<file path="config.mk">
export PLATFORM = sky130hd
export DESIGN_NAME = gauss_stream_ctrl
export DESIGN_NICKNAME = d
export VERILOG_FILES = /design/src/rtl/gauss_pkg.sv /design/src/rtl/raster_counter.sv /design/src/rtl/gauss_stream_ctrl.sv
export SDC_FILE = /design/constraint.sdc
export NUM_CORES = 1
export LEC_CHECK = 0
export ABC_AREA = 1
export BUFFER_PORTS_ARGS = -buffer_cell sky130_fd_sc_hd__buf_2
export CAP_MARGIN = 20
export CORE_MARGIN = 8
export CORE_UTILIZATION = 45
export CTS_CLUSTER_DIAMETER = 40
export DETAILED_ROUTE_END_ITERATION = 10
export GPL_ROUTABILITY_DRIVEN = 0
export PLACE_DENSITY = 0.66
export SYNTH_ARGS = -nofsm -noshare
export SYNTH_HDL_FRONTEND = slang
export SYNTH_SLANG_ARGS = --single-unit
</file>
<file path="constraint.sdc">
create_clock -name clk -period 14.2 [get_ports clk]
set_input_delay 2.84 -clock clk [delete_from_list [all_inputs] [get_ports clk]]
set_output_delay 2.84 -clock clk [all_outputs]
set_load 0.05 [all_outputs]
</file>
<file path="src/rtl/gauss_pkg.sv">
// Shared constants and types for the 3x3 Gaussian filter: image defaults,
// pixel width, kernel weights and the frame sequencer state encoding.
package gauss_pkg;

    localparam int IMG_W_DEF = 256;
    localparam int IMG_H_DEF = 256;
    localparam int PIX_W     = 8;

    // Kernel 1 2 1 / 2 4 2 / 1 2 1, normalised by a right shift of 4.
    localparam int KERN_SHIFT = 4;

    function automatic int unsigned kern_coef(input int unsigned r, input int unsigned c);
        return ((r == 1) ? 2 : 1) * ((c == 1) ? 2 : 1);
    endfunction

    typedef enum logic [1:0] {
        ST_IDLE,
        ST_STREAM,
        ST_FLUSH,
        ST_DONE
    } state_t;

endpackage

</file>
<file path="src/rtl/raster_counter.sv">
// Raster-order row/column position counter with wrap and last-pixel flag.
module raster_counter
    import gauss_pkg::*;
#(
    parameter int COLS  = IMG_W_DEF,
    parameter int ROWS  = IMG_H_DEF,
    parameter int COL_W = $clog2(COLS),
    parameter int ROW_W = $clog2(ROWS)
) (
    input  logic             clk,
    input  logic             rst,
    input  logic             clear,
    input  logic             advance,
    output logic [COL_W-1:0] col,
    output logic [ROW_W-1:0] row,
    output logic             last
);

    logic col_end;
    logic row_end;

    assign col_end = (col == COL_W'(COLS - 1));
    assign row_end = (row == ROW_W'(ROWS - 1));
    assign last    = col_end && row_end;

    // The row wraps after the final pixel so the position is 0 between frames.
    always_ff @(posedge clk or posedge rst) begin
        if (rst) begin
            col <= '0;
            row <= '0;
        end else if (clear) begin
            col <= '0;
            row <= '0;
        end else if (advance) begin
            if (col_end) begin
                col <= '0;
                row <= row_end ? '0 : row + ROW_W'(1);
            end else begin
                col <= col + COL_W'(1);
            end
        end
    end

endmodule

</file>
<file path="src/rtl/gauss_stream_ctrl.sv">
// Frame sequencer for the 3x3 Gaussian datapath: tracks input/output raster
// positions, throttles the source and flags zero-padded kernel borders.
module gauss_stream_ctrl
    import gauss_pkg::*;
#(
    parameter int IMG_W = IMG_W_DEF,
    parameter int IMG_H = IMG_H_DEF,
    parameter int CNT_W = $clog2(IMG_W * IMG_H + 1)
) (
    input  logic                     clk,
    input  logic                     rst,
    input  logic                     start,
    input  logic                     s_valid,
    output logic                     s_ready,
    output logic                     m_valid,
    input  logic                     m_ready,
    output logic                     lb_wr_en,
    output logic [$clog2(IMG_W)-1:0] lb_wr_col,
    output logic [$clog2(IMG_W)-1:0] win_col,
    output logic [$clog2(IMG_H)-1:0] win_row,
    output logic                     bord_top,
    output logic                     bord_bot,
    output logic                     bord_lft,
    output logic                     bord_rgt,
    output logic                     busy,
    output logic                     frame_done
);

    localparam int COL_W    = $clog2(IMG_W);
    localparam int ROW_W    = $clog2(IMG_H);
    localparam int LEAD_MAX = IMG_W + 2;

    state_t           state;
    state_t           state_nxt;
    logic [CNT_W-1:0] lead;
    logic [CNT_W-1:0] in_cnt;
    logic [CNT_W-1:0] need_cnt;
    logic [COL_W-1:0] in_col;
    logic [ROW_W-1:0] in_row;
    logic [COL_W-1:0] out_col;
    logic [ROW_W-1:0] out_row;
    logic [COL_W-1:0] need_col;
    logic [ROW_W-1:0] need_row;
    logic             in_last;
    logic             out_last;
    logic             in_hs;
    logic             out_hs;
    logic             clear;

    assign in_hs  = s_valid && s_ready;
    assign out_hs = m_valid && m_ready;
    assign clear  = (state == ST_IDLE) && start;

    raster_counter #(.COLS(IMG_W), .ROWS(IMG_H), .COL_W(COL_W), .ROW_W(ROW_W)) u_in_pos (
        .clk     (clk),
        .rst     (rst),
        .clear   (clear),
        .advance (in_hs),
        .col     (in_col),
        .row     (in_row),
        .last    (in_last)
    );

    raster_counter #(.COLS(IMG_W), .ROWS(IMG_H), .COL_W(COL_W), .ROW_W(ROW_W)) u_out_pos (
        .clk     (clk),
        .rst     (rst),
        .clear   (clear),
        .advance (out_hs),
        .col     (out_col),
        .row     (out_row),
        .last    (out_last)
    );

    // Accepted-pixel count is the raster index of the next input; it wraps to 0
    // after the last pixel, which only happens once the frame is in FLUSH.
    assign in_cnt = CNT_W'(in_row) * CNT_W'(IMG_W) + CNT_W'(in_col);

    always_ff @(posedge clk or posedge rst) begin
        if (rst) begin
            state <= ST_IDLE;
            lead  <= '0;
        end else begin
            state <= state_nxt;
            if (clear) begin
                lead <= '0;
            end else begin
                case ({in_hs, out_hs})
                    2'b10:   lead <= lead + CNT_W'(1);
                    2'b01:   lead <= lead - CNT_W'(1);
                    default: lead <= lead;
                endcase
            end
        end
    end

    // Output (r,c) needs its bottom-right neighbour (clamped at the edges) in the line buffer.
    always_comb begin
        need_row = (out_row == ROW_W'(IMG_H - 1)) ? out_row : out_row + ROW_W'(1);
        need_col = (out_col == COL_W'(IMG_W - 1)) ? out_col : out_col + COL_W'(1);
        need_cnt = CNT_W'(need_row) * CNT_W'(IMG_W) + CNT_W'(need_col) + CNT_W'(1);
    end

    always_comb begin
        state_nxt  = state;
        s_ready    = 1'b0;
        m_valid    = 1'b0;
        frame_done = 1'b0;
        case (state)
            ST_IDLE: begin
                if (start) state_nxt = ST_STREAM;
            end
            ST_STREAM: begin
                s_ready = (lead < CNT_W'(LEAD_MAX));
                m_valid = (in_cnt >= need_cnt);
                if (s_valid && s_ready && in_last) state_nxt = ST_FLUSH;
            end
            ST_FLUSH: begin
                m_valid = 1'b1;
                if (m_ready && out_last) state_nxt = ST_DONE;
            end
            ST_DONE: begin
                frame_done = 1'b1;
                state_nxt  = ST_IDLE;
            end
            default: state_nxt = ST_IDLE;
        endcase
    end

    assign lb_wr_en  = in_hs;
    assign lb_wr_col = in_col;
    assign win_col   = out_col;
    assign win_row   = out_row;
    assign busy      = (state != ST_IDLE);

    // Flags are held low whenever there is no output pixel to describe.
    assign bord_top = m_valid && (out_row == '0);
    assign bord_bot = m_valid && (out_row == ROW_W'(IMG_H - 1));
    assign bord_lft = m_valid && (out_col == '0);
    assign bord_rgt = m_valid && (out_col == COL_W'(IMG_W - 1));

endmodule

</file>
Yosys cells after proc, flatten, opt, wreduce, memory -nomap -nowiden
Index checks and enable logic that the tools add are counted.
W data, S select, Z words.
Storage, ports and cells
  bits in registers: 51
  input bits: 5
  output and inout bits: 33
  word-level logic and storage cells: 78
Cells by class
  $add $sub $neg: 9
  magnitude comparators: 2
  eq/ne operators: 12
  mux-type cells: 25
  reduce and logical (&&, ||, !) cells: 24
Operators with widths (count)
  $mux W8: 16
  $add A16 B8 Y17: 2
  $add A17 B1 Y17 const B: 2
  $pmux W17 S2: 1
  $add A8 B1 Y8 const B: 4
  $eq A8 B8 Y1 const B: 4
  $ge A17 B17 Y1: 1
  $lt A17 B9 Y1 const B: 1
  $mux W17: 1
  $sub A17 B1 Y17 const B: 1
  $logic_not A8 Y1: 2
  $logic_and A1 B1 Y1: 12
  $reduce_bool A2 Y1: 5
  $pmux W2 S4: 1
  $eq A2 B2 Y1 const B: 3
  $mux W2: 3
  $ne A2 B2 Y1 const B: 3
  $eq A2 B1 Y1 const B: 2
  $reduce_and A2 Y1: 2
  $reduce_and A3 Y1: 1
  $reduce_bool A3 Y1: 1
  $logic_not A2 Y1: 1
  $mux W1: 2
  $pmux W1 S2: 1

Logic depth before layout (Yosys ltp)
Gate-level depths: netlist of the first run.
  depth after elaboration: 10
  mapped depth: 44
  gate-level depth less buffers: 43

Cells and area by module
A second synthesis of the first run with hierarchy kept.
Unflattened totals
  cell total of the unflattened synthesis: 661
  area total of the unflattened synthesis: 4779.6 µm²
Modules (own cells, without submodules)
  gauss_stream_ctrl: times used 1, cells each 417, area an instance 2877.8 µm², seq. area each 475.5 µm²
  raster_counter: times used 2, cells each 122, area an instance 950.9 µm², seq. area each 400.4 µm²

Least setup slack after synthesis of the first run
OpenSTA, ideal clock, no wires.
  path kind: reg-to-output
  from: reg u_out_pos.col[1]
  to: out bord_lft
  data arrival time: 5.818 ns
  required time: 11.360 ns
  slack: 5.542 ns
  cell stages (with the launch flop): 31
  buffers on the path: 1
  cell sequence: dfrtp_1 -> ha_1 -> nand2_2 -> nor2_4 -> nand3_2 -> buf_6 -> ha_1 -> inv_1 -> ha_1 -> nand3_2 -> nor2_2 -> nand2_1 -> nor2_1 -> inv_1 -> nor2_1 -> inv_1 -> o21ai_0 -> nand2_1 -> ha_1 -> nand2_1 -> nor2_1 -> nand2_1 -> nand2_1 -> nand2_1 -> nand2_1 -> nand2_1 -> nand2_1 -> nand2_2 -> a21oi_1 -> inv_1 -> nor3_1
Between the ends
  longest elaborated chain between the ends: 7
  elaborated cells on any way between the ends: 9
  those cells by class: 3 x add/sub; 1 x order compare; 1 x eq/ne; 2 x mux; 2 x reduce/logical
RTL lines
  start: declaration: RTL line raster_counter.sv:14  | output logic [COL_W-1:0] col,
  start signal: assignment: RTL line raster_counter.sv:39  | col <= col + COL_W'(1);
  $add A8 B1 Y8 or $eq A8 B8 Y1 (tied branches): RTL line gauss_stream_ctrl.sv:99  | need_col = (out_col == COL_W'(IMG_W - 1)) ? out_col : out_col + COL_W'(1);
  $mux W8 *: RTL line gauss_stream_ctrl.sv:99
  $add A16 B8 Y17 *: RTL line gauss_stream_ctrl.sv:100  | need_cnt = CNT_W'(need_row) * CNT_W'(IMG_W) + CNT_W'(need_col) + CNT_W'(1);
  $add A17 B1 Y17 *: RTL line gauss_stream_ctrl.sv:100
  $ge A17 B17 Y1 *: RTL line gauss_stream_ctrl.sv:114  | m_valid = (in_cnt >= need_cnt);
  $pmux W1 S2 *: RTL line gauss_stream_ctrl.sv:108  | case (state)
  named net m_valid: RTL line gauss_stream_ctrl.sv:15  | output logic m_valid,
  $logic_and A1 B1 Y1 *: RTL line gauss_stream_ctrl.sv:138  | assign bord_lft = m_valid && (out_col == '0);
  end: declaration: RTL line gauss_stream_ctrl.sv:23  | output logic bord_lft,
Mark *: on every way through the listed nets, which the timed path passes. The rest lies on a longest branch.

Worst setup path in the final report of the first run
  from: reg u_out_pos.col[1]
  to: out bord_top
Between the ends
  longest elaborated chain between the ends: 7
  elaborated cells on any way between the ends: 8
  those cells by class: 3 x add/sub; 1 x order compare; 1 x eq/ne; 2 x mux; 1 x reduce/logical
RTL lines
  $add A8 B1 Y8 or $eq A8 B8 Y1 (tied branches): RTL line gauss_stream_ctrl.sv:99
  $mux W8 *: RTL line gauss_stream_ctrl.sv:99
  $add A16 B8 Y17 *: RTL line gauss_stream_ctrl.sv:100
  $add A17 B1 Y17 *: RTL line gauss_stream_ctrl.sv:100
  $ge A17 B17 Y1 *: RTL line gauss_stream_ctrl.sv:114
  $pmux W1 S2 *: RTL line gauss_stream_ctrl.sv:108
  $logic_and A1 B1 Y1 *: RTL line gauss_stream_ctrl.sv:136  | assign bord_top = m_valid && (out_row == '0);
  end: declaration: RTL line gauss_stream_ctrl.sv:21  | output logic bord_top,
Every way passes the cells marked *; elsewhere a longest branch is shown, timed or not.

==> impl_metrics.env, run 1 <==
export IMPL_final_cell_mix="138 x nand2_1, 96 x inv_1, 51 x dfrtp_1"
export IMPL_clkSinkCount=51
export IMPL_setup_violations=0
export IMPL_hold_violations=0
export IMPL_end_kind="output port"
export IMPL_period_minus_slack_ns=7.72
export IMPL_drtPass1Iterations=5
export IMPL_slowest_delay_ns=0.42
export IMPL_syn_inst=615
export IMPL_crit_arrival_ns=4.88
export IMPL_power_density_mw_per_mm2=178
export IMPL_initial_core_util_pct=45.6
export IMPL_worstPathMaxFanout=14
export IMPL_dp_cells=773
export IMPL_dp_final_hpwl_um=8070
export IMPL_syn_cell_area_mm2=0.00437
export IMPL_insertion_delay_ns=0.31
export IMPL_fin_crit_sh_pct=54.4
export IMPL_cts_resized=0
export IMPL_grt_overflow_total=0
export IMPL_hold_buffers=0
export IMPL_wl_per_cell_um=13.2
export IMPL_synth_distinct_cells=38
export IMPL_syn2layout_area_growth_pct=8.44
export IMPL_layout_commonest_cell="nand2_1"
export IMPL_route_detailed_drc=0
export IMPL_start_kind="register"
export IMPL_design_area_mm2=0.00474
export IMPL_yosysWarningCount=0
export IMPL_antenna_found_initial=0
export IMPL_vias_per_cell=5.18
export IMPL_slowest_stage="dfrtp_1"
export IMPL_yosys_register_bits=51
export IMPL_postSynthAreaPerCell_um2=7.11
export IMPL_die_h_um=115
export IMPL_cp_data_required_time_ns=11.36
export IMPL_diodes=0
export IMPL_design_die_area_mm2=0.0131
export IMPL_cts_setup_buffers=0
export IMPL_drt_total_wl_um=10300
export IMPL_cts_buffers=5
export IMPL_synth_nets=666
export IMPL_vias=4039
export IMPL_slew_violations=0
export IMPL_finClkSkew_ns=0.0131
export IMPL_maxCapViolations=0
export IMPL_drtIter0Drc=244
export IMPL_hold_path_class="register to register"
export IMPL_clockBufferDepth=2
export IMPL_setup_tns_final_ns=0
export IMPL_slew_limit_headroom_pct=55.4
export IMPL_ant_nets=0
export IMPL_cp_common_cell="nand2_1"
export IMPL_status="finished, final reports clean"
export IMPL_final_cell_count_no_fill=780
export IMPL_crit_type="register to output port"
export IMPL_pre_cts_slack_ns=6.86
export IMPL_grtUsageTotal_pct=16.3
export IMPL_grt_setup_unrepaired="false"
export IMPL_htreeDepth=2
export IMPL_grt_pass1_vias=3926
export IMPL_timing_fmax_ghz=0.129
export IMPL_ys_seq_area_share_pct=29.2
export IMPL_tightest_slew_ns=0.669
export IMPL_die_w_um=115
export IMPL_drive_above_1_share_pct=10.7
export IMPL_clockRootBuffer="clkbuf_8"
export IMPL_fin_nets=698
export IMPL_placed_area_mm2=0.00464
export IMPL_cellLeakagePower_nw=2.38
export IMPL_grt_max_degree=52
export IMPL_portBuffers=37
export IMPL_fin_ws_ns=6.48
export IMPL_cts_tree="done"
export IMPL_clkTransAtPathRegs_ns=0.10
export IMPL_coreArea_mm2=0.00959
export IMPL_hold_ws_ns=0.563
export IMPL_fp_row_count=36
export IMPL_max_vdd_ir_drop_mv=0.0945
export IMPL_grt_pass1_wl_um=17500
export IMPL_num_io_pins=38
## worst max-delay path: cells and delay by family, from the launching register on
family / cells / cell delay, ns
DFF: 1 / 0.42
and+or+nand+nor: 19 / 1.93
buffers and inverters: 5 / 0.67
adders and majority gates: 4 / 1.12
AOI/OAI and AO/OA: 2 / 0.42
## synthesized netlist by cell type
cell | instances | area share [%]
a21oi_1 | 29 | 3.3
nand3_4 | 1 | 0.40
nand2_4 | 2 | 0.52
o21bai_1 | 2 | 0.34
nor2_2 | 3 | 0.43
nor2_4 | 1 | 0.26
nand3b_1 | 1 | 0.17
xnor2_1 | 10 | 2.0
dfrtp_1 | 51 | 29
a21oi_4 | 1 | 0.37
a21boi_0 | 1 | 0.17
nand3_1 | 44 | 5.0
nand4_4 | 1 | 0.49
o21ai_1 | 16 | 1.8
nor3_1 | 11 | 1.3
inv_1 | 97 | 8.3
nand4_1 | 16 | 2.3
o31ai_1 | 2 | 0.34
nand3_2 | 4 | 0.92
buf_2 | 2 | 0.23
o221ai_1 | 1 | 0.20
buf_6 | 2 | 0.52
fa_1 | 1 | 0.46
nand2_2 | 3 | 0.43
or2_2 | 7 | 1.0
a22oi_1 | 1 | 0.17
xor2_1 | 10 | 2.0
a31oi_1 | 4 | 0.57
ha_1 | 45 | 13
o21ai_0 | 32 | 3.7
buf_4 | 8 | 1.4
nor2_1 | 48 | 4.1
o22ai_1 | 11 | 1.6
a211oi_1 | 2 | 0.34
o21a_1 | 2 | 0.34
clkbuf_1 | 2 | 0.17
nand2_1 | 138 | 12
nor4_1 | 3 | 0.43
## worst paths after layout
check                                             start                      endpoint  slack (ns)  cells after the start
max reg2reg                u_out_pos.col[1]$_DFFE_PP0P_          lead[15]$_DFFE_PP0P_        7.48                     43
max                        u_out_pos.col[1]$_DFFE_PP0P_                      bord_top        6.48                     30
min                                lead[10]$_DFFE_PP0P_          lead[10]$_DFFE_PP0P_        0.56                      2
min reg2reg                        lead[10]$_DFFE_PP0P_          lead[10]$_DFFE_PP0P_        0.56                      2
min in group asynchronous                           rst   u_in_pos.row[3]$_DFFE_PP0P_        2.71                      3
max in group asynchronous                           rst  u_out_pos.row[2]$_DFFE_PP0P_       11.05                      3
## cells by family after synthesis
| group | after synthesis | share of synthesized area [%] |
|---|---|---|
| adder cells (fa/ha/maj) | 46 | 13.3 |
| AO/OA/AOI/OAI | 104 | 13.3 |
| flip-flops | 51 | 29.2 |
| XOR/XNOR | 20 | 4.01 |
| buffers and inverters | 111 | 10.6 |
| AND/OR/NAND/NOR | 283 | 29.6 |
## flip-flops by register name, summed over array words and instances, names as in the netlist
signal	cells
u_in_pos.col	8
u_in_pos.row	8
state	2
u_out_pos.row	8
u_out_pos.col	8
lead	17
## final cells by class
cell class                      instances  area [um^2]
Clock buffer                            6         72.6
Clock inverter                          1         30.0
Fill cell                             947         4850
Inverter                               97          364
Multi-Input combinational cell        453         2630
Sequential cell                        51         1280
Tap cell                              133          166
Timing Repair Buffer                   39          200
## stage by stage
step                utilization, %  total power, mW
CTS                           49.4            0.854
global route                  49.4            0.926
floorplan                        -            0.637
detailed placement            48.3            0.747
global placement              48.3            0.734
finish                        49.4            0.842
## power by group
part	switching (mW)	internal [mW]
Clock	0.0503	0.0518
Combinational	0.353	0.163
Sequential	0.0389	0.186
Total	0.442	0.400
## per-layer routing
| layer | part of all wire, % | track usage [%] | vias to the layer above |
|---|---|---|---|
| met5 | 0 | 0 | - |
| met4 | 2.1 | 6.21 | 0 |
| met3 | 4.5 | 2.80 | 18 |
| met2 | 48 | 28.8 | 88 |
| met1 | 45 | 19.2 | 1846 |
| li1 | - | - | 2087 |
(Power assumes the default switching activity.)
==> run 2: changes to the inputs <==
--- a/config.mk
+++ b/config.mk
@@ -5,7 +5,7 @@
 export SDC_FILE = /design/constraint.sdc
 export NUM_CORES = 1
 export LEC_CHECK = 0
-export ABC_AREA = 1
+export ABC_AREA = 0
 export BUFFER_PORTS_ARGS = -buffer_cell sky130_fd_sc_hd__buf_2
 export CAP_MARGIN = 20
 export CORE_MARGIN = 8
@@ -13,7 +13,7 @@
 export CTS_CLUSTER_DIAMETER = 40
 export DETAILED_ROUTE_END_ITERATION = 10
 export GPL_ROUTABILITY_DRIVEN = 0
-export PLACE_DENSITY = 0.66
+export PLACE_DENSITY = 0.68
 export SYNTH_ARGS = -nofsm -noshare
 export SYNTH_HDL_FRONTEND = slang
 export SYNTH_SLANG_ARGS = --single-unit
==> constraint.sdc (replaced) <==
create_clock -name clk -period 6.5 [get_ports clk]
set_input_delay 1.3 -clock clk [delete_from_list [all_inputs] [get_ports clk]]
set_output_delay 1.3 -clock clk [all_outputs]
set_load 0.05 [all_outputs]
==> run 2 against run 1 <==
Sequential cell count unchanged; clock skew down 0.0030 ns; clock power up 130%; critical path type unchanged; critical endpoint is now bord_lft; largest cell class unchanged; highest routed layer unchanged.
==> impl_metrics.env, run 2 <==
export IMPL_gr_usage_met3_pct=2.57
export IMPL_slowest_delay_ns=0.44
export IMPL_clockBufferDepth=2
export IMPL_maxCapViolations=0
export IMPL_grt_pass1_wl_um=21100
export IMPL_ys_seq_area_share_pct=27.1
export IMPL_cellLeakagePower_nw=2.37
export IMPL_antenna_found_initial=0
export IMPL_top_register="lead"
export IMPL_cp_data_required_time_ns=5.20
export IMPL_start_kind="register"
export IMPL_synth_distinct_cells=77
export IMPL_grt_overflow_total=0
export IMPL_drtPass1Iterations=4
export IMPL_finClkSkew_ns=0.0100
export IMPL_max_vdd_ir_drop_mv=0.190
export IMPL_fin_ws_ns=0.341
export IMPL_end_kind="output port"
export IMPL_period_minus_slack_ns=6.16
export IMPL_cp_num_buf_inv=4
export IMPL_synth_ff_type="dfrtp_1"
export IMPL_clockRootBuffer="clkbuf_8"
export IMPL_multi_input_area_mm2=0.00319
export IMPL_swShare_pct=42.9
export IMPL_htreeDepth=2
export IMPL_coreArea_mm2=0.0102
export IMPL_fin_crit_sh_pct=94.8
export IMPL_worstReg2RegStart="u_out_pos.row[0]$_DFFE_PP0P_"
export IMPL_synth_nets=637
export IMPL_final_cell_count_no_fill=774
export IMPL_crit_arrival_ns=4.86
export IMPL_regToRegSetupSlack_ns=0.41
export IMPL_grtUsageTotal_pct=17.6
export IMPL_switchingPower_mw=0.630
export IMPL_yosys_top_cells_count="57 x a21oi_1, 56 x nand2_1, 51 x dfrtp_1"
export IMPL_pre_cts_slack_ns=0.0429
export IMPL_met2_usage_pct=30.8
export IMPL_slew_limit_headroom_pct=52.3
export IMPL_num_io_pins=38
export IMPL_postSynthAreaPerCell_um2=8.03
export IMPL_hold_buffers=0
export IMPL_combPwrFrac_pct=53.3
export IMPL_crit_type="register to output port"
export IMPL_timing_fmax_ghz=0.162
export IMPL_grt_most_used_layer="met2"
export IMPL_r2r_end="lead[16]$_DFFE_PP0P_"
export IMPL_tightest_slew_ns=0.715
export IMPL_placed_area_mm2=0.00506
export IMPL_crit_path_start="u_out_pos.row[0]$_DFFE_PP0P_"
export IMPL_layout_commonest_cell="a21oi_1"
export IMPL_grt_pass1_vias=4361
export IMPL_async_flop_share_pct=100
export IMPL_clkTransAtPathRegs_ns=0.10
export IMPL_design_die_area_mm2=0.0140
export IMPL_seqPwrFrac_pct=30.5
export IMPL_cp_depth=21
export IMPL_grt_max_degree=52
export IMPL_crit_path_end="bord_lft"
export IMPL_power_share_clock_pct=16.2
export IMPL_synth_top_area_cell="dfrtp_1"
export IMPL_final_cell_mix="57 x a21oi_1, 56 x nand2_1, 45 x dfrtp_1"
export IMPL_fp_row_count=37
export IMPL_largest_reg_flops=17
export IMPL_yosysTopAreaCellShare_pct=27.1
export IMPL_drive_above_1_share_pct=19.6
export IMPL_hold_violations=0
export IMPL_syn2layout_area_growth_pct=13.8
export IMPL_seqCellArea_mm2=0.00128
export IMPL_synth_edf_count=0
export IMPL_grt_util_met1_pct=21.4
export IMPL_diodes=0
export IMPL_vias=4531
export IMPL_worstRegToRegCells=28
export IMPL_dp_cells=747
export IMPL_worst_path_dominant_cell_family="compound AO/OA/AOI/OAI gates"
export IMPL_syn_inst=586
export IMPL_initial_core_util_pct=46.0
export IMPL_syn_cell_area_mm2=0.00470
export IMPL_status="finished, final reports clean"
export IMPL_power_density_mw_per_mm2=274
export IMPL_drt_total_wl_um=12700
export IMPL_drtIter0Drc=304
export IMPL_yosys_register_bits=51
export IMPL_vias_per_cell=5.85
export IMPL_p_int_mw=0.838
export IMPL_hold_ws_ns=0.565
export IMPL_setup_violations=0
export IMPL_ant_nets=0
export IMPL_wl_per_cell_um=16.4
export IMPL_cts_buffers=5
export IMPL_yosysMostFrequentCell="a21oi_1"
export IMPL_dp_final_hpwl_um=9200
export IMPL_slowest_stage="dfrtp_2"
export IMPL_fillers=1002
export IMPL_clkSinkCount=51
export IMPL_crit_chain="ha_4 > nand4_1 > nor2_4 > inv_1 > ha_1 > nor2b_2 > o311a_1 > a31oi_2 > a211o_1 > o21bai_1 > a21oi_1 > ha_1 > nand4_1 > nor4_2 > nor3_1 > a31o_2 > a221o_4 > inv_8 > buf_4 > and3_1 > buf_2"
export IMPL_die_w_um=118
export IMPL_synthTopCellsByArea="dfrtp_1 27%, ha_1 12%, a21oi_1 6.1%, nand2_1 4.5%, nand3_1 4.0%"
export IMPL_worstPathMaxFanout=9
export IMPL_die_h_um=118
export IMPL_hold_path_class="register to register"
export IMPL_slew_violations=0
export IMPL_route_detailed_drc=0
export IMPL_portBuffers=37
export IMPL_design_area_mm2=0.00535
export IMPL_insertion_delay_ns=0.31
export IMPL_fin_nets=688
export IMPL_final_util_pct=52.3
export IMPL_yosysWarningCount=0
export IMPL_cts_tree="done"
## run 2: how the worst min path moves through the flow
stage | end | slack, ns | cells past startpoint | startpoint
final | lead[15]$_DFFE_PP0P_ | 0.56 | 2 | lead[15]$_DFFE_PP0P_
after detailed placement | u_in_pos.row[7]$_DFFE_PP0P_ | 0.54 | 2 | u_in_pos.row[7]$_DFFE_PP0P_
after floorplan | u_in_pos.row[7]$_DFFE_PP0P_ | 0.47 | 2 | u_in_pos.row[7]$_DFFE_PP0P_
after CTS | u_in_pos.row[7]$_DFFE_PP0P_ | 0.57 | 2 | u_in_pos.row[7]$_DFFE_PP0P_
after global placement | u_in_pos.row[7]$_DFFE_PP0P_ | 0.52 | 2 | u_in_pos.row[7]$_DFFE_PP0P_
after global routing | u_in_pos.row[7]$_DFFE_PP0P_ | 0.58 | 2 | u_in_pos.row[7]$_DFFE_PP0P_
## run 2: logic make-up (layout without fill, tap and decap cells)
| group | count (synthesis) | count (layout) | share of synthesized area [%] |
|---|---|---|---|
| adders and majority gates | 46 | 46 | 12.4 |
| xor gates and xnor gates | 31 | 31 | 5.77 |
| and+or+nand+nor | 233 | 233 | 25.8 |
| buffers and inverters | 61 | 113 | 6.46 |
| DFF | 51 | 51 | 27.1 |
| AOI/OAI and AO/OA | 163 | 163 | 22.3 |
| muxes | 1 | 1 | 0.213 |
## run 2: per-stage QoR
stage | power, mW | TNS, ns
floorplan | 1.05 | 0
global placement | 1.19 | 0
detailed placement | 1.21 | 0
CTS | 1.45 | 0
global route | 1.59 | -0.000839
finish | 1.47 | 0
## run 2: area by class of cell
class | count | share of cell area, %
clock buffers | 6 | 1.54
clock inverters | 2 | 0.654
inverters | 29 | 2.27
multi-input cells | 474 | 59.5
flip-flops and latches | 51 | 24.0
well taps | 136 | 3.18
repair buffers | 75 | 8.79
repair inverters | 1 | 0.0935
## run 2: worst min-delay path, cell delays in order, from the launching register on
cell,delay [ns]
dfrtp_1,0.39
nand4_1,0.08
o31ai_1,0.07
## run 2: routing by layer
metal  part of all wire [%]  vias up
li1                       -     2228
met1                     43     2188
met2                     51       91
met3                    4.4       24
met4                    1.9        0
met5                      0        -
## run 2: timing repair
item | in CTS | in global routing
gates resized for setup | 0 | 10
endpoints found under the setup margin | 0 | 14
buffers inserted | 0 | 18
## run 2: power by group through the flow
| stage | clock network (mW) | logic [mW] | registers [mW] |
|---|---|---|---|
| final | 0.238 | 0.782 | 0.448 |
| after global routing | 0.260 | 0.873 | 0.457 |
| after CTS | 0.247 | 0.757 | 0.451 |
| after detailed placement | 0 | 0.754 | 0.456 |
| after global placement | 0 | 0.733 | 0.456 |
| after floorplan | 0 | 0.559 | 0.493 |
==> run 3: changes to the inputs <==
--- a/config.mk
+++ b/config.mk
@@ -12,8 +12,8 @@
 export CORE_UTILIZATION = 45
 export CTS_CLUSTER_DIAMETER = 40
 export DETAILED_ROUTE_END_ITERATION = 10
-export GPL_ROUTABILITY_DRIVEN = 0
 export PLACE_DENSITY = 0.68
 export SYNTH_ARGS = -nofsm -noshare
 export SYNTH_HDL_FRONTEND = slang
+export SYNTH_HIERARCHICAL = 1
 export SYNTH_SLANG_ARGS = --single-unit
==> run 3 against run 2 <==
Via count is 1.0% lower; maximum frequency shrank 1.0%; die area grew 1.8%; non-clock buffer count fell by 8; clock skew up 0.0033 ns; power grew 23%.
==> impl_metrics.env, run 3 <==
export IMPL_end_kind="register"
export IMPL_hold_ws_ns=0.559
export IMPL_finClkSkew_ns=0.0133
export IMPL_timing_fmax_ghz=0.161
export IMPL_diodes=0
export IMPL_syn_cell_area_mm2=0.00480
export IMPL_wl_per_cell_um=16.5
export IMPL_setup_violations=0
export IMPL_cts_tree="done"
export IMPL_design_area_mm2=0.00556
export IMPL_grt_util_met1_pct=22.7
export IMPL_final_cell_mix="72 x nand2_1, 61 x nor2_1, 49 x dfrtp_1"
export IMPL_grtUsageTotal_pct=17.7
export IMPL_syn2layout_area_growth_pct=15.8
export IMPL_synth_nets=624
export IMPL_clkTransAtPathRegs_ns=0.11
export IMPL_gr_usage_met3_pct=2.79
export IMPL_globalplace_congestion=0.842
export IMPL_drtPass1Iterations=5
export IMPL_synthTopCellsByArea="dfrtp_1 27%, ha_1 12%, nand2_1 5.7%, nor2_1 4.8%, xnor2_1 4.2%"
export IMPL_syn_inst=573
export IMPL_fp_row_count=37
export IMPL_start_kind="register"
export IMPL_worstPathMaxFanout=9
export IMPL_dp_final_hpwl_um=9290
export IMPL_hold_path_class="register to register"
export IMPL_num_io_pins=38
export IMPL_maxCapViolations=0
export IMPL_grt_pass1_wl_um=21200
export IMPL_fin_ws_ns=0.277
export IMPL_clockBufferDepth=2
export IMPL_vias_per_cell=5.83
export IMPL_portBuffers=37
export IMPL_power_density_mw_per_mm2=326
export IMPL_crit_type="register to register"
export IMPL_yosys_register_bits=51
export IMPL_layout_commonest_cell="nand2_1"
export IMPL_ys_seq_area_share_pct=26.6
export IMPL_slowest_delay_ns=0.39
export IMPL_postSynthAreaPerCell_um2=8.38
export IMPL_coreArea_mm2=0.0103
export IMPL_antenna_found_initial=0
export IMPL_slew_limit_headroom_pct=38.6
export IMPL_met2_usage_pct=29.8
export IMPL_hold_violations=0
export IMPL_design_die_area_mm2=0.0142
export IMPL_tightest_slew_ns=0.920
export IMPL_yosysWarningCount=6
export IMPL_grt_pass1_vias=4322
export IMPL_cp_data_required_time_ns=6.76
export IMPL_placed_area_mm2=0.00526
export IMPL_grt_overflow_total=0
export IMPL_clockRootBuffer="clkbuf_8"
export IMPL_grt_most_used_layer="met2"
export IMPL_largest_reg_flops=17
export IMPL_ant_nets=0
export IMPL_max_vdd_ir_drop_mv=0.154
export IMPL_yosysMostFrequentCell="nand2_1"
export IMPL_cts_buffers=5
export IMPL_die_w_um=119
export IMPL_slew_violations=0
export IMPL_drtIter0Drc=384
export IMPL_yosys_top_cells_count="73 x nand2_1, 61 x nor2_1, 51 x dfrtp_1"
export IMPL_synth_edf_count=0
export IMPL_slowest_stage="dfrtp_1"
export IMPL_synth_ff_type="dfrtp_1"
export IMPL_fin_nets=683
export IMPL_drt_total_wl_um=12700
export IMPL_synth_top_area_cell="dfrtp_1"
export IMPL_final_cell_count_no_fill=769
export IMPL_period_minus_slack_ns=6.22
export IMPL_dp_cells=753
export IMPL_final_util_pct=53.9
export IMPL_clkSinkCount=51
export IMPL_status="finished, final reports clean"
export IMPL_fin_crit_sh_pct=95.7
export IMPL_drive_above_1_share_pct=20.2
export IMPL_htreeDepth=2
export IMPL_insertion_delay_ns=0.33
export IMPL_top_register="lead"
export IMPL_async_flop_share_pct=100
export IMPL_pre_cts_slack_ns=-0.0465
export IMPL_crit_arrival_ns=6.48
export IMPL_route_detailed_drc=0
export IMPL_die_h_um=119
export IMPL_vias=4485
export IMPL_yosysTopAreaCellShare_pct=26.6
export IMPL_grt_max_degree=34
export IMPL_initial_core_util_pct=46.5
export IMPL_synth_distinct_cells=70
export IMPL_cellLeakagePower_nw=2.65
-- run 3: layout make-up --
cell class              count  area (um^2)
clock buffers               5         68.8
clock inverters             3         67.6
fillers                   967         4760
inverters                  28          105
multi-input cells         479         3460
flip-flops and latches     51         1280
well taps                 136          170
repair buffers             67          414
-- run 3: final timing paths --
| kind | from | end | slack (ns) | depth (start not counted) |
|---|---|---|---|---|
| max | u_out_pos/col[1]$_DFFE_PP0P_ | lead[16]$_DFFE_PP0P_ | 0.28 | 29 |
| min | lead[5]$_DFFE_PP0P_ | lead[5]$_DFFE_PP0P_ | 0.56 | 2 |
| max reg2reg | u_out_pos/col[1]$_DFFE_PP0P_ | lead[16]$_DFFE_PP0P_ | 0.28 | 29 |
| min reg2reg | lead[5]$_DFFE_PP0P_ | lead[5]$_DFFE_PP0P_ | 0.56 | 2 |
| max in group asynchronous | rst | lead[4]$_DFFE_PP0P_ | 4.84 | 2 |
| min in group asynchronous | rst | u_in_pos/row[4]$_DFFE_PP0P_ | 1.08 | 2 |
-- run 3: metrics by stage --
stage	TNS, ns	power, mW
detailed placement	-0.0465	1.47
global route	-0.0979	1.95
global placement	0	1.45
floorplan	-0.120	1.26
CTS	0	1.76
finish	0	1.81
-- run 3: repair_timing --
item | in CTS | in global routing
resized for setup | 3 | 18
setup endpoints to repair | 1 | 8
pin swaps | 0 | 7
hold buffers | 0 | 0
setup buffers | 0 | 8
-- run 3: critical path, delay by kind of cell (launching register included) --
| family | cells | cell delay [ns] |
|---|---|---|
| AO/OA/AOI/OAI | 13 | 2.89 |
| AND/OR/NAND/NOR | 8 | 1.25 |
| flip-flops | 1 | 0.39 |
| buffers and inverters | 3 | 0.39 |
| multiplexers | 2 | 0.37 |
| adder cells (fa/ha/maj) | 3 | 0.86 |
-- run 3: power breakdown --
part,internal [mW],total [mW],switching [mW]
registers,0.375,0.438,0.0629
logic,0.432,1.10,0.667
clock network,0.154,0.275,0.121
total,0.961,1.81,0.851
-- run 3: cell families after synthesis --
family	count (synthesis)	share of synthesized area (%)
compound gates	109	16.5
xor+xnor	44	8.57
fa+ha+maj	46	12.1
buf+inv	43	3.88
flops	51	26.6
mux	25	5.42
simple gates	255	26.9
-- run 3: per-layer routing --
metal | vias to the layer above | routed length (um)
met4 | 0 | 257
met2 | 103 | 6250
li1 | 2206 | -
met5 | - | 0
met3 | 23 | 513
met1 | 2153 | 5700
